===== config.mk =====
export PLATFORM = sky130hd
export DESIGN_NAME = route_reserve_arbiter_flat
export DESIGN_NICKNAME = d
export VERILOG_FILES = /design/src/rtl/route_reserve_arbiter_if.sv /design/src/rtl/route_reserve_arbiter.sv /design/src/flat_wrapper.sv
export SDC_FILE = /design/constraint.sdc
export NUM_CORES = 1
export LEC_CHECK = 0
export CAP_MARGIN = 15
export CORE_MARGIN = 5
export CORE_UTILIZATION = 53
export DETAILED_ROUTE_END_ITERATION = 8
export PLACE_DENSITY = 0.85
export SETUP_SLACK_MARGIN = 0.2
export SYNTH_ARGS = -nofsm -noshare
export SYNTH_HDL_FRONTEND = slang
export SYNTH_SLANG_ARGS = --single-unit
export TNS_END_PERCENT = 10

===== constraint.sdc =====
create_clock -name clk -period 5.3 [get_ports clk]
set_clock_uncertainty 0.1 [all_clocks]
set_input_delay 1.06 -clock clk [delete_from_list [all_inputs] [get_ports clk]]
set_output_delay 1.06 -clock clk [all_outputs]
set_load 0.005 [all_outputs]

===== src/rtl/route_reserve_arbiter_if.sv =====
// Request, release, grant and crossbar-select bundle between the input ports and the route arbiter.
interface route_reserve_arbiter_if #(
  parameter int PORTS         = 5,
  parameter int REQUEST_WIDTH = 3
);
  logic [PORTS-1:0]               routeReserveRequestValid;
  logic [PORTS*REQUEST_WIDTH-1:0] routeReserveRequest;
  logic [PORTS-1:0]               routeRelease;
  logic [PORTS-1:0]               routeReserveStatus;
  logic [PORTS-1:0]               outputBusy;
  logic [PORTS*REQUEST_WIDTH-1:0] outputSelect;

  modport master (
    output routeReserveRequestValid, routeReserveRequest, routeRelease,
    input  routeReserveStatus, outputBusy, outputSelect
  );

  modport slave (
    input  routeReserveRequestValid, routeReserveRequest, routeRelease,
    output routeReserveStatus, outputBusy, outputSelect
  );
endinterface


===== src/rtl/route_reserve_arbiter.sv =====
// Output reservation arbiter: grants free outputs to requesting inputs, holds ownership until release.
// Define ROUTE_ARB_ROUND_ROBIN_EN for per-output round-robin; default build is fixed lowest-index priority.
module route_reserve_arbiter #(
  parameter int PORTS         = 5,
  parameter int REQUEST_WIDTH = 3
) (
  input logic clk,
  input logic rst,
  route_reserve_arbiter_if.slave bus
);
  typedef enum logic {FREE = 1'b0, RESERVED = 1'b1} out_state_e;

  out_state_e               state_q [PORTS];
  logic [REQUEST_WIDTH-1:0] owner_q [PORTS];
  logic [PORTS-1:0]         holds_q, holds_d;
  logic [PORTS-1:0]         status_q, status_d;
`ifdef ROUTE_ARB_ROUND_ROBIN_EN
  logic [REQUEST_WIDTH-1:0] ptr_q [PORTS];
`endif

  logic [PORTS-1:0]         elig [PORTS];
  logic [PORTS-1:0]         gnt_vld;
  logic [PORTS-1:0]         rel_out;
  logic [REQUEST_WIDTH-1:0] gnt_idx [PORTS];

  // elig[o][i]: input i may be granted output o this cycle
  always_comb begin
    for (int o = 0; o < PORTS; o++) begin
      for (int i = 0; i < PORTS; i++) begin
        elig[o][i] = bus.routeReserveRequestValid[i]
                   && (bus.routeReserveRequest[i*REQUEST_WIDTH +: REQUEST_WIDTH] == REQUEST_WIDTH'(o))
                   && !holds_q[i] && !status_q[i];
      end
    end
  end

  always_comb begin
    int idx;
    idx = 0;
    for (int o = 0; o < PORTS; o++) begin
      gnt_vld[o] = 1'b0;
      gnt_idx[o] = '0;
      for (int k = 0; k < PORTS; k++) begin
`ifdef ROUTE_ARB_ROUND_ROBIN_EN
        idx = int'(ptr_q[o]) + k;
        if (idx >= PORTS) idx = idx - PORTS;
`else
        idx = k;
`endif
        for (int i = 0; i < PORTS; i++) begin
          if (i == idx && state_q[o] == FREE && !gnt_vld[o] && elig[o][i]) begin
            gnt_vld[o] = 1'b1;
            gnt_idx[o] = REQUEST_WIDTH'(i);
          end
        end
      end
    end
  end

  // A release frees the owned output at the next edge; selection only sees FREE outputs,
  // so the earliest regrant lands one cycle after that.
  always_comb begin
    for (int i = 0; i < PORTS; i++) begin
      status_d[i] = 1'b0;
      for (int o = 0; o < PORTS; o++) begin
        if (gnt_vld[o] && gnt_idx[o] == REQUEST_WIDTH'(i)) status_d[i] = 1'b1;
      end
    end
    for (int o = 0; o < PORTS; o++) begin
      rel_out[o] = 1'b0;
      for (int i = 0; i < PORTS; i++) begin
        if (state_q[o] == RESERVED && owner_q[o] == REQUEST_WIDTH'(i)
            && bus.routeRelease[i] && holds_q[i]) rel_out[o] = 1'b1;
      end
    end
    holds_d = (holds_q & ~bus.routeRelease) | status_d;
  end

  always_ff @(posedge clk) begin
    if (rst) begin
      holds_q  <= '0;
      status_q <= '0;
      for (int o = 0; o < PORTS; o++) begin
        state_q[o] <= FREE;
        owner_q[o] <= '0;
`ifdef ROUTE_ARB_ROUND_ROBIN_EN
        ptr_q[o]   <= '0;
`endif
      end
    end else begin
      holds_q  <= holds_d;
      status_q <= status_d;
      for (int o = 0; o < PORTS; o++) begin
        case (state_q[o])
          FREE: begin
            if (gnt_vld[o]) begin
              state_q[o] <= RESERVED;
              owner_q[o] <= gnt_idx[o];
`ifdef ROUTE_ARB_ROUND_ROBIN_EN
              ptr_q[o]   <= (gnt_idx[o] == REQUEST_WIDTH'(PORTS-1)) ? '0
                                                                    : gnt_idx[o] + REQUEST_WIDTH'(1);
`endif
            end
          end
          RESERVED: begin
            if (rel_out[o]) state_q[o] <= FREE;
          end
          default: state_q[o] <= FREE;
        endcase
      end
    end
  end

  always_comb begin
    bus.routeReserveStatus = status_q;
    for (int o = 0; o < PORTS; o++) begin
      bus.outputBusy[o] = (state_q[o] == RESERVED);
      bus.outputSelect[o*REQUEST_WIDTH +: REQUEST_WIDTH] = owner_q[o];
    end
  end
endmodule

===== src/flat_wrapper.sv =====
// flat-port wrapper written by rule: the top's interface ports become plain ports
module route_reserve_arbiter_flat 
#(
  parameter int PORTS         = 5,
  parameter int REQUEST_WIDTH = 3
)
  (clk, rst, bus_routeReserveRequestValid, bus_routeReserveRequest, bus_routeRelease, bus_routeReserveStatus, bus_outputBusy, bus_outputSelect);
  route_reserve_arbiter_if #(.PORTS(PORTS), .REQUEST_WIDTH(REQUEST_WIDTH)) bus_i ();
  input logic clk;
  input logic rst;
  input wire logic [$bits(bus_i.routeReserveRequestValid)-1:0] bus_routeReserveRequestValid;
  input wire logic [$bits(bus_i.routeReserveRequest)-1:0] bus_routeReserveRequest;
  input wire logic [$bits(bus_i.routeRelease)-1:0] bus_routeRelease;
  output wire logic [$bits(bus_i.routeReserveStatus)-1:0] bus_routeReserveStatus;
  output wire logic [$bits(bus_i.outputBusy)-1:0] bus_outputBusy;
  output wire logic [$bits(bus_i.outputSelect)-1:0] bus_outputSelect;
  assign bus_i.routeReserveRequestValid = bus_routeReserveRequestValid;
  assign bus_i.routeReserveRequest = bus_routeReserveRequest;
  assign bus_i.routeRelease = bus_routeRelease;
  assign bus_routeReserveStatus = bus_i.routeReserveStatus;
  assign bus_outputBusy = bus_i.outputBusy;
  assign bus_outputSelect = bus_i.outputSelect;
  route_reserve_arbiter #(.PORTS(PORTS), .REQUEST_WIDTH(REQUEST_WIDTH)) u_core (.clk(clk), .rst(rst), .bus(bus_i));
endmodule

==> flow_summary.ini <==
[die]
die_h_um = 73.11
core_area_mm2 = 0.003943
rows = 23
start_util_pct = 53.54
die_x_um = 73.11
ioPinCount = 52
die-area_mm2 = 0.005344

[grt]
antenna_found_initial = 0
track_usage_pct = 25.92
grt_pass1_wl_um = 10420
grt_max_degree = 32
gr-total-overflow = 0
grt_pass1_vias = 2070

[yosys]
async_reset_ff_share_pct = 0
synth_edf_count = 19
syn_inst = 241
ys_seq_elements = 30
synth-main-ff-cell = edfxtp_1
ys_seq_area_share_pct = 37.46
synth_top_area_share_pct = 27.03
synth_area_leaders = edfxtp_1, dfxtp_1, nand2_1
yosysTopAreaCell = edfxtp_1
syn_avg_cell_area_um2 = 8.758
synth_nets = 268
yosysMostFrequentCell = nand2_1
yosys-top-cells-count = nand2_1, edfxtp_1, nor2_1
ys_warn_count = 0
synth_cell_types = 55
syn_area_mm2 = 0.002111

[timing]
maxSlewHeadroom_pct = 52.92
worst_slack_ns = 2.035
hold_violations = 0
finalSetupTns_ns = 0
finalCritPeriodShare_pct = 61.61
report.final.slew_viol_count = 0
grt_setup_unrepaired = no
period_needed_ns = 3.265
fmax_mhz = 306.2
finalSetupViolations = 0
worst_pin_slew_ns = 0.6997
whs_ns = 0.4824

[clock_tree]
clk_pin_slew_ns = 0.06
cts_made_buffers = 5
clock_sinks = 30
postCtsResizedCells = 0
cts_setup_buffers = 0
htreeDepth = 2
clock_tree.buffer_depth = 2
clock_latency_ns = 0.28
cts_tree = built
hold_buffers = 0
cts-root-buf = clkbuf_8

[min_path]
hold_class = flop to flop
hold_end = u_core.holds_q[2]$_SDFF_PP0_
worstHoldStart = u_core.holds_q[2]$_SDFF_PP0_
whs_path_depth = 1

[setup_path]
cp_data_required_time_ns = 5.21
reg2reg_from = u_core.holds_q[3]$_SDFF_PP0_
cp_max_fo = 5
startpoint_type = primary input
rr_worst_depth = 6
r2r-end = u_core.state_q[3]$_SDFFCE_PP0P_
crit_start = bus_routeReserveRequest[7]
worst_ep_arrival_time_ns = 3.17
critPathCaptureType = flop
rrSetupSlack_ns = 2.90
path_class = primary input to flop

[power]
pwr-share-seq_pct = 43.9
clkPwrFrac_pct = 27.9
powerDensity_mw_per_mm2 = 265.9
p_leak_nw = 0.9802
peakVddDrop_mv = 0.1108
pwr-share-comb_pct = 28.2
switching_share_pct = 30.95
p_int_mw = 0.5001
switchingPower_mw = 0.2242

[placement]
post-place-ws_ns = 1.796
hpwl_um = 5142
place_congestion = 0.9719
dp.cells = 333
io_buffers = 51

[final_layout]
final_util_pct = 69.09
area_delta_synth_final_pct = 29.05
diodes = 0
drive_gt1_share_pct = 8.591
n_fill_cell = 333
seq_area_um2 = 790.8
layout.nets = 317
instances_no_fill = 341
multi_input_area_mm2 = 0.001234

[drt]
vias_per_cell = 6.416
drt.antenna.violating_nets = 0
drt-total-wl_um = 6546
vias = 2188
wire_per_inst_um = 19.20
drc = 0
dr.pass1.iters = 5
drt_iter0_markers = 222

[run]
max_cap_violations = 0

[run_status]
outcome = completed
[layer usage]
layer  global-route usage (%)  share of wire [%]  up-vias
met5                        0                  0        -
met4                    9.836                2.2        0
met3                    5.372                7.0       14
met2                    42.40                 48      110
met1                    33.45                 43     1022
li1                         -                  -     1042
[how the worst max path moves through the flow]
stage,to,slack (ns),cells after the start
detailed placement,u_core.state_q[0]$_SDFFCE_PP0P_,1.80,6
global placement,u_core.state_q[0]$_SDFFCE_PP0P_,1.85,6
floorplan,u_core.state_q[0]$_SDFFCE_PP0P_,2.59,6
CTS,u_core.state_q[0]$_SDFFCE_PP0P_,2.09,6
finish,u_core.state_q[0]$_SDFFCE_PP0P_,2.03,6
global route,u_core.state_q[0]$_SDFFCE_PP0P_,1.91,6
[critical path, cell delays in order]
cell             delay [ns]
clkdlybuf4s50_1        0.47
nor4_1                 0.65
a22oi_1                0.24
a31oi_1                0.39
or2_2                  0.24
or2_2                  0.12
[final cells by class]
type	count	area share (%)
clock inverters	1	0.1378
repair buffers	52	19.02
multi-input cells	196	45.29
clock buffers	7	3.537
inverters	5	0.6890
well taps	50	2.297
flip-flops and latches	30	29.03
[state kept, by name, summed over array words and instances, names as in the netlist]
name and cells:
u_core.state_q 5, u_core.holds_q 5, u_core.bus.routeReserveStatus 5, u_core.owner_q 15
[placed cells by master (no fill, tap or decap), types with 4 or more instances in the layout]
master and count:
and2_1 5, inv_1 5, a22oi_1 4, nor2b_1 8, nor4b_1 4, nand3_1 14, nand2_1 22, o21ai_0 9
or2_2 8, clkbuf_8 7, nor3_1 11, nor2_1 19, nand2b_1 6, dfxtp_1 11, clkdlybuf4s50_1 51, edfxtp_1 19
nor4_1 9, a21oi_1 14, and3_1 4
[cells by family after synthesis]
family | after synthesis | synth area share (%)
AO/OA/AOI/OAI | 59 | 19.44
AND/OR/NAND/NOR | 136 | 37.94
buffers and inverters | 15 | 4.090
flip-flops | 30 | 37.46
multiplexers | 1 | 1.067
[power by group through the flow]
| stage | combinational [mW] | clock (mW) | sequential, mW |
|---|---|---|---|
| 6_report | 0.204 | 0.202 | 0.318 |
| 5_1_grt | 0.221 | 0.215 | 0.321 |
| 4_1_cts | 0.202 | 0.202 | 0.316 |
| 3_5_place_dp | 0.200 | 0 | 0.320 |
| 3_3_place_gp | 0.198 | 0 | 0.319 |
| 2_1_floorplan | 0.120 | 0 | 0.307 |
[metrics by stage]
step / instance area [um2] / power [mW]
after floorplan: 2111 / 0.4271
after global placement: 2624 / 0.5171
after detailed placement: 2624 / 0.5206
after CTS: 2724 / 0.7201
after global routing: 2724 / 0.7565
final: 2724 / 0.7243
Power figures use the tool's default switching activity.
